<file path="src/rtl/cosim_pkg.sv">
// Shared types and defaults for the cosim reset sequencing endpoints.
// Pure declarations; no logic, no latency, no flow control.
// State codes are visible on the debug port, so their values are fixed.
package cosim_pkg;

    typedef enum logic [2:0] {
        ST_RESET = 3'd0,
        ST_HOLD  = 3'd1,
        ST_REQ   = 3'd2,
        ST_RUN   = 3'd3,
        ST_DONE  = 3'd4,
        ST_FAULT = 3'd5
    } cosim_rst_state_e;

    localparam int DEF_HOLD_CYCLES = 4;
    localparam int DEF_REQ_TIMEOUT = 1024;
    localparam int DEF_CNT_W       = 32;

    // Width of a counter that spans 0 .. n-1, never narrower than one bit.
    function automatic int cnt_width(input int n);
        return (n < 2) ? 1 : $clog2(n);
    endfunction

endpackage

</file>
<file path="src/rtl/cosim_rst_sync.sv">
// Reset synchroniser: asserts asynchronously, deasserts synchronously.
// Latency: release is seen on the 2nd posedge after rst_n rises.
// Backpressure: none.
module cosim_rst_sync (
    input  logic clk,
    input  logic rst_n,
    output logic sync_rst_n
);

    logic meta_q;

    always_ff @(posedge clk or negedge rst_n) begin
        if (!rst_n) begin
            meta_q     <= 1'b0;
            sync_rst_n <= 1'b0;
        end else begin
            meta_q     <= 1'b1;
            sync_rst_n <= meta_q;
        end
    end

endmodule

</file>
<file path="src/rtl/cosim_reset_handshake.sv">
// Sequenced core reset: sync release, hold, host handshake, then run-length count.
// Latency: core_rst falls 4 + HOLD_CYCLES posedges after rst_n rises if the host is ready.
// Backpressure: release_valid holds until release_ready; REQ_TIMEOUT stalled cycles -> FAULT.
module cosim_reset_handshake
    import cosim_pkg::*;
#(
    parameter int HOLD_CYCLES = DEF_HOLD_CYCLES,
    parameter int REQ_TIMEOUT = DEF_REQ_TIMEOUT,
    parameter int CNT_W       = DEF_CNT_W
) (
    input  logic             clk,
    input  logic             rst_n,
    input  logic [CNT_W-1:0] run_cycles,
    output logic             release_valid,
    input  logic             release_ready,
    output logic             core_rst,
    output logic             run_done,
    output logic             timeout,
    output logic [CNT_W-1:0] cycle_count,
    output logic [2:0]       state
);

    localparam int HW = cnt_width(HOLD_CYCLES);
    localparam int TW = cnt_width(REQ_TIMEOUT);
    localparam logic [HW-1:0]    HOLD_LAST = HW'(HOLD_CYCLES - 1);
    localparam logic [TW-1:0]    REQ_LAST  = TW'(REQ_TIMEOUT - 1);
    localparam logic [CNT_W-1:0] CNT_MAX   = '1;
    localparam logic [CNT_W-1:0] CNT_ONE   = CNT_W'(1);

    logic             sync_rst_n;
    cosim_rst_state_e state_q, state_d;
    logic [HW-1:0]    hold_cnt_q, hold_cnt_d;
    logic [TW-1:0]    req_cnt_q, req_cnt_d;
    logic [CNT_W-1:0] run_len_q, run_len_d;
    logic [CNT_W-1:0] cnt_d;

    cosim_rst_sync u_sync (
        .clk        (clk),
        .rst_n      (rst_n),
        .sync_rst_n (sync_rst_n)
    );

    always_comb begin
        state_d    = state_q;
        hold_cnt_d = hold_cnt_q;
        req_cnt_d  = req_cnt_q;
        run_len_d  = run_len_q;
        cnt_d      = cycle_count;
        case (state_q)
            ST_RESET: begin
                if (sync_rst_n) begin
                    state_d    = ST_HOLD;
                    hold_cnt_d = '0;
                end
            end
            ST_HOLD: begin
                if (hold_cnt_q == HOLD_LAST) begin
                    state_d   = ST_REQ;
                    req_cnt_d = '0;
                end else begin
                    hold_cnt_d = hold_cnt_q + HW'(1);
                end
            end
            ST_REQ: begin
                // A transfer on the final allowed cycle beats the timeout.
                if (release_valid && release_ready) begin
                    state_d   = ST_RUN;
                    run_len_d = run_cycles;
                    cnt_d     = '0;
                end else if (req_cnt_q == REQ_LAST) begin
                    state_d = ST_FAULT;
                end else begin
                    req_cnt_d = req_cnt_q + TW'(1);
                end
            end
            ST_RUN: begin
                if ((run_len_q != '0) && (cycle_count == run_len_q - CNT_ONE)) begin
                    state_d = ST_DONE;
                    cnt_d   = run_len_q;
                end else if (cycle_count != CNT_MAX) begin
                    cnt_d = cycle_count + CNT_ONE;
                end
            end
            ST_DONE, ST_FAULT: ;
            default: state_d = ST_RESET;
        endcase
    end

    // Outputs are registered from the next state so they line up with state.
    always_ff @(posedge clk or negedge rst_n) begin
        if (!rst_n) begin
            state_q       <= ST_RESET;
            hold_cnt_q    <= '0;
            req_cnt_q     <= '0;
            run_len_q     <= '0;
            cycle_count   <= '0;
            core_rst      <= 1'b1;
            release_valid <= 1'b0;
            run_done      <= 1'b0;
            timeout       <= 1'b0;
        end else begin
            state_q       <= state_d;
            hold_cnt_q    <= hold_cnt_d;
            req_cnt_q     <= req_cnt_d;
            run_len_q     <= run_len_d;
            cycle_count   <= cnt_d;
            core_rst      <= !((state_d == ST_RUN) || (state_d == ST_DONE));
            release_valid <= (state_d == ST_REQ);
            run_done      <= (state_d == ST_DONE);
            timeout       <= (state_d == ST_FAULT);
        end
    end

    assign state = state_q;

endmodule

</file>
<file path="config.mk">
export PLATFORM = sky130hd
export DESIGN_NAME = cosim_reset_handshake
export DESIGN_NICKNAME = d
export VERILOG_FILES = /design/src/rtl/cosim_pkg.sv /design/src/rtl/cosim_rst_sync.sv /design/src/rtl/cosim_reset_handshake.sv
export SDC_FILE = /design/constraint.sdc
export NUM_CORES = 1
export LEC_CHECK = 0
export CAP_MARGIN = 25
export CORE_AREA = 2 2 113 126
export CTS_BUF_LIST = sky130_fd_sc_hd__clkbuf_8
export CTS_CLUSTER_DIAMETER = 100
export CTS_CLUSTER_SIZE = 40
export DETAILED_ROUTE_END_ITERATION = 6
export DIE_AREA = 0 0 115 128
export PLACE_DENSITY = 0.77
export SETUP_SLACK_MARGIN = 0.5
export SYNTH_ARGS = -nofsm -noshare
export SYNTH_HDL_FRONTEND = slang
export SYNTH_SLANG_ARGS = --single-unit
</file>
<file path="constraint.sdc">
create_clock -name clk -period 3.5 [get_ports clk]
set_clock_uncertainty 0.2 [all_clocks]
set_input_delay 0.35 -clock clk [delete_from_list [all_inputs] [get_ports clk]]
set_output_delay 0.35 -clock clk [all_outputs]
set_load 0.01 [all_outputs]
</file>
==> results by stage <==
Status:
- The run finished, with violations left.
- The final reports fail on negative setup slack.

Clock network:
- The clock edge transition at the registers on the reported setup and hold paths is 80 ps.
- The root buffer cell chosen for the clock tree is clkbuf_8.
- The maximum clock path buffer count is 2.
- Clock tree synthesis found a total of 85 sinks.
- The total clock buffers created by CTS is 9.
- The clock reaches the later pin of the worst-skew pair after 390 ps.
- TritonCTS built the clock tree.
- The H-tree was split into 3 levels.

Timing:
- The share of the cycle needed by the critical path after routing is 103%.
- Setup violations remaining at the end of the flow were counted as 12.
- The minimum setup slack in the final design is -105 ps.
- The shortest clock period the worst path allows after layout is ~3600 ps.
- For this run, the top clock speed supported by timing is between 200 and 300 MHz.
- At the pin with the least slew margin, the transition time is just over 700 ps.
- The worst slew margin relative to its limit is ~52%.
- In the final timing run, aggregate negative setup slack is -293 ps.
- The final-report hold violation count is 0.
- Setup repair after global routing could not meet its margin everywhere.
- The final-report max-slew violation count is 0.
- Final hold analysis gives a worst-case slack of between 150 and 200 ps.

GRT:
- The remaining global-route overflow is 0.
- The maximum number of pins on one net before global-route repair is 40.
- Global routing used approximately 28% of the available tracks.
- The first global-routing pass estimated approximately 32000 um of wire.
- The number of antenna violations at the first check in global routing is 0.
- The via count of the first global-routing pass is slightly above 6000.

Power:
- The design draws 5.52 mW.
- The relative contribution of the clock network to total power is 13.0%.
- Power spread over the standard cell area amounts to about 660 mW/mm^2.
- The leakage power summed over all cells is 3.56 nW.
- The part of the power in registers is a little over a quarter.
- The peak supply drop is 0.290 mV.
- The fraction of power spent switching nets is between 40% and 50%.
- Combinational logic is responsible for between 60% and 70% of the overall power.
- Cell internal power was estimated by the tool at 3.13 mW.
- The net switching power of the design is 2.39 mW.

Floorplanning:
- The area of the die is around 0.015 mm^2.
- From bottom edge to top edge, the die measures 128 um.
- The starting utilization of the core area is between 40% and 50%.
- Row generation in the floorplan step produced 45 rows.
- From left edge to right edge, the die measures 115 um.
- The core region area is 0.0135 mm^2.
- The top-level port count is between 70 and 80.

Critical path:
- The flop-to-flop setup slack is -110 ps.
- The critical path is of the reg -> reg type.
- The startpoint of the lowest-slack register-to-register path is run_len_q[4].
- In this run the worst path has a maximum fanout of 4.
- The slowest stage of the critical path belongs to the cell or4_4.
- The critical path startpoint category is a flip-flop.
- For this run, the slowest stage of the critical path takes ~590 ps.
- The endpoint arrival time on the critical path is roughly 3700 ps.
- The capture point of the worst reg-to-reg path is cycle_count[20].
- STA classifies the critical path endpoint as a flip-flop.
- The cell depth of the worst flop-to-flop path is 13.
- At the worst endpoint, the required time is about 3600 ps.
- The critical path goes through or4_4 > buf_12 > nor4_4 > buf_4 > buf_6 > a21oi_2 > nor4_2 > nand4_1 > nor4_4 > buf_4 > o21ai_4 > nand2_1 > or3b_1.

Layout:
- The area overhead of the layout relative to synthesis is 41.5%.
- The net count of the finished layout is a little over 900.
- The non-filler instance count after layout is ~1000.
- The number of antenna diodes in the final layout is 0.
- The count of fill cells added during filler insertion is about 1100.
- Of the cells placed in the final design, the portion with a size suffix greater than 1 is 29.4%.

Yosys:
- The synthesized cell area is approximately 0.0059 mm^2.
- The number of nets handed over by synthesis was approximately 760.
- The synthesized netlist contains 63 unique library cells.
- The warning count from the yosys run is 0.
- The arithmetic-cell share of the synthesized area counting full adders, half adders and majority gates is 1.05%.
- The synthesized netlist devotes between 20% and 30% of its cell area to simple gates.
- The parity-gate share of the synthesized area counting xor and xnor cells is 6.04%.
- In the synthesized netlist, the cells that appear most often are dfrtp_1, nand2_1, o21ai_0.
- The number of synthesized flops with an enable pin is 0.
- Dividing the synthesized area by the synthesized cell count gives 8.32 um^2.
- After synthesis the netlist holds a flip-flop and latch count of 85.
- The fraction of post-synthesis cell area in the top cell type by area is 35.3%.
- The number of instances in the synthesized netlist is 715.
- After synthesis, the cell types taking the most area are dfrtp_1, mux2_2, o21ai_0.
- The combinational family with the most area after synthesis is simple AND/OR/NAND/NOR gates.
- The most frequent cell after synthesis is dfrtp_1.
- The synthesized-area fraction occupied by ao, oa, aoi and oai cells is between 15 and 20%.
- In the synthesized netlist the async set-or-reset flop fraction comes to 100%.
- The post-synthesis mux area share is 9.91%.
- Summed over all instances, the cell type with the most area after synthesis is dfrtp_1.
- The primary flip-flop cell chosen by synthesis mapping is dfrtp_1.
- For this run, the register share of the synthesized area comes to a little over a third.

Min path:
- The worst hold path begins at u_sync.meta_q.
- The count of cells along the worst hold path is 0.
- For hold timing, the worst endpoint is u_sync.sync_rst_n.
- The worst hold path class is reg -> reg.

Detailed routing:
- Across all layers, the routed design uses roughly 6300 vias.
- The initial DRC count is just under 600.
- In the final routed layout, each cell accounts on average for around 20 um.
- In this run the remaining antenna-violating nets after routing total 0.
- The total iterations of the first detailed-routing run is 7.
- The total wirelength of the detailed-routed design is about 20000 um.
- In the routed layout, each cell is associated on average with a via count of 6.07.
- After detailed routing, the number of remaining DRC violations is 0.

Run:
- Max-cap violations in this run came to 0.

Placement:
- The number of I/O port buffers is 73.
- Counting tap cells, the placed design contains a total of ~1000 instances.
- Detailed placement ended at an HPWL of approximately 15000 um.
- The last weighted congestion value of the routability-driven placer is slightly below 1.
## worst max-delay path: cells and delay by family (launching register included)
family | cells | cell delay (ps)
AND/OR/NAND/NOR | 7 | 2090
buffers and inverters | 4 | 650
flip-flops | 1 | 410
AO/OA/AOI/OAI | 2 | 130
## cell families (layout without fill, tap and decap cells)
group,count (synthesis),count (layout)
AND/OR/NAND/NOR,292,292
AO/OA/AOI/OAI,161,161
flip-flops,85,85
buffers and inverters,75,239
multiplexers,55,55
XOR/XNOR,41,41
adder cells (fa/ha/maj),5,5
other,1,1
## through the flow
stage	setup WS, ps	util [%]	instance area (um^2)
6_report	-105	62.3	8420
5_1_grt	-170	62.3	8420
4_1_cts	-30.0	60.1	8130
3_5_place_dp	-169	56.1	7580
3_3_place_gp	-86.3	56.1	7580
2_1_floorplan	53.6	-	6080
## how the worst max path moves through the flow
stage / start / endpoint
floorplan: run_len_q[25] / cycle_count[20]
global placement: run_len_q[21] / cycle_count[7]
global route: run_len_q[4] / cycle_count[20]
CTS: run_len_q[7] / cycle_count[20]
finish: run_len_q[4] / cycle_count[20]
detailed placement: run_len_q[9] / cycle_count[7]
## final cells by class
| type | count | area (um^2) | share of cell area, % |
|---|---|---|---|
| Multi-Input combinational cell | 555 | 3960 | 47.1 |
| Inverter | 22 | 82.6 | 0.981 |
| Sequential cell | 85 | 2130 | 25.3 |
| Clock buffer | 9 | 124 | 1.47 |
| Tap cell | 164 | 205 | 2.44 |
| Clock inverter | 6 | 65.1 | 0.773 |
| Timing Repair Buffer | 202 | 1850 | 22.0 |
## state kept, by name (all words and copies together) (netlist names), 2 cells and up
register	flops
run_len_q	32
state	3
req_cnt_q	10
cycle_count	32
hold_cnt_q	2
## power by group through the flow
stage	clock, mW	combinational, mW	sequential [mW]
global placement	0	2.83	1.45
finish	0.718	3.34	1.45
CTS	0.729	3.09	1.44
detailed placement	0	2.86	1.46
global route	0.768	3.58	1.48
floorplan	0	1.71	1.43
## cell usage in the layout, fill, tap and decap left out, types with 4 or more instances in the layout
master,synthesis,final
nor4_1,21,10
inv_1,22,22
mux2i_1,24,22
nand2b_1,7,7
and3_1,5,5
nor2_1,55,50
or4_1,9,4
or2_2,8,8
buf_12,0,5
nor4_2,4,8
xor2_1,18,18
o21ai_1,1,12
o21a_1,6,6
a21oi_1,45,36
xnor2_1,23,22
o22ai_1,13,12
buf_6,2,14
or4_4,1,6
nand2_1,64,61
nor3_2,0,6
nor3_1,33,26
o21ai_0,57,42
buf_4,0,108
and2_1,7,6
clkbuf_8,0,9
clkdlybuf4s50_1,0,72
dfrtp_1,84,84
nor4_4,0,7
mux2_2,31,31
a21oi_2,0,9
or3_1,12,11
nand3_1,23,23
nor2b_1,7,6
nand4_1,20,20
## routing by layer
metal,vias up,global-route usage (%),part of all wire (%)
met5,-,0,0
met1,3019,36.1,41
met3,80,4.54,6.4
met2,315,45.1,48
met4,0,15.7,5.0
li1,2920,-,-
## timing repair
action / in CTS / in global routing
hold buffers: 1 / 0
cloned: 1 / 1
endpoints found under the hold margin: 37 / 0
buffers inserted: 11 / 11
setup endpoints to repair: 36 / 42
pin swaps: 24 / 15
gates resized for setup: 62 / 39
Power figures use the tool's default switching activity.
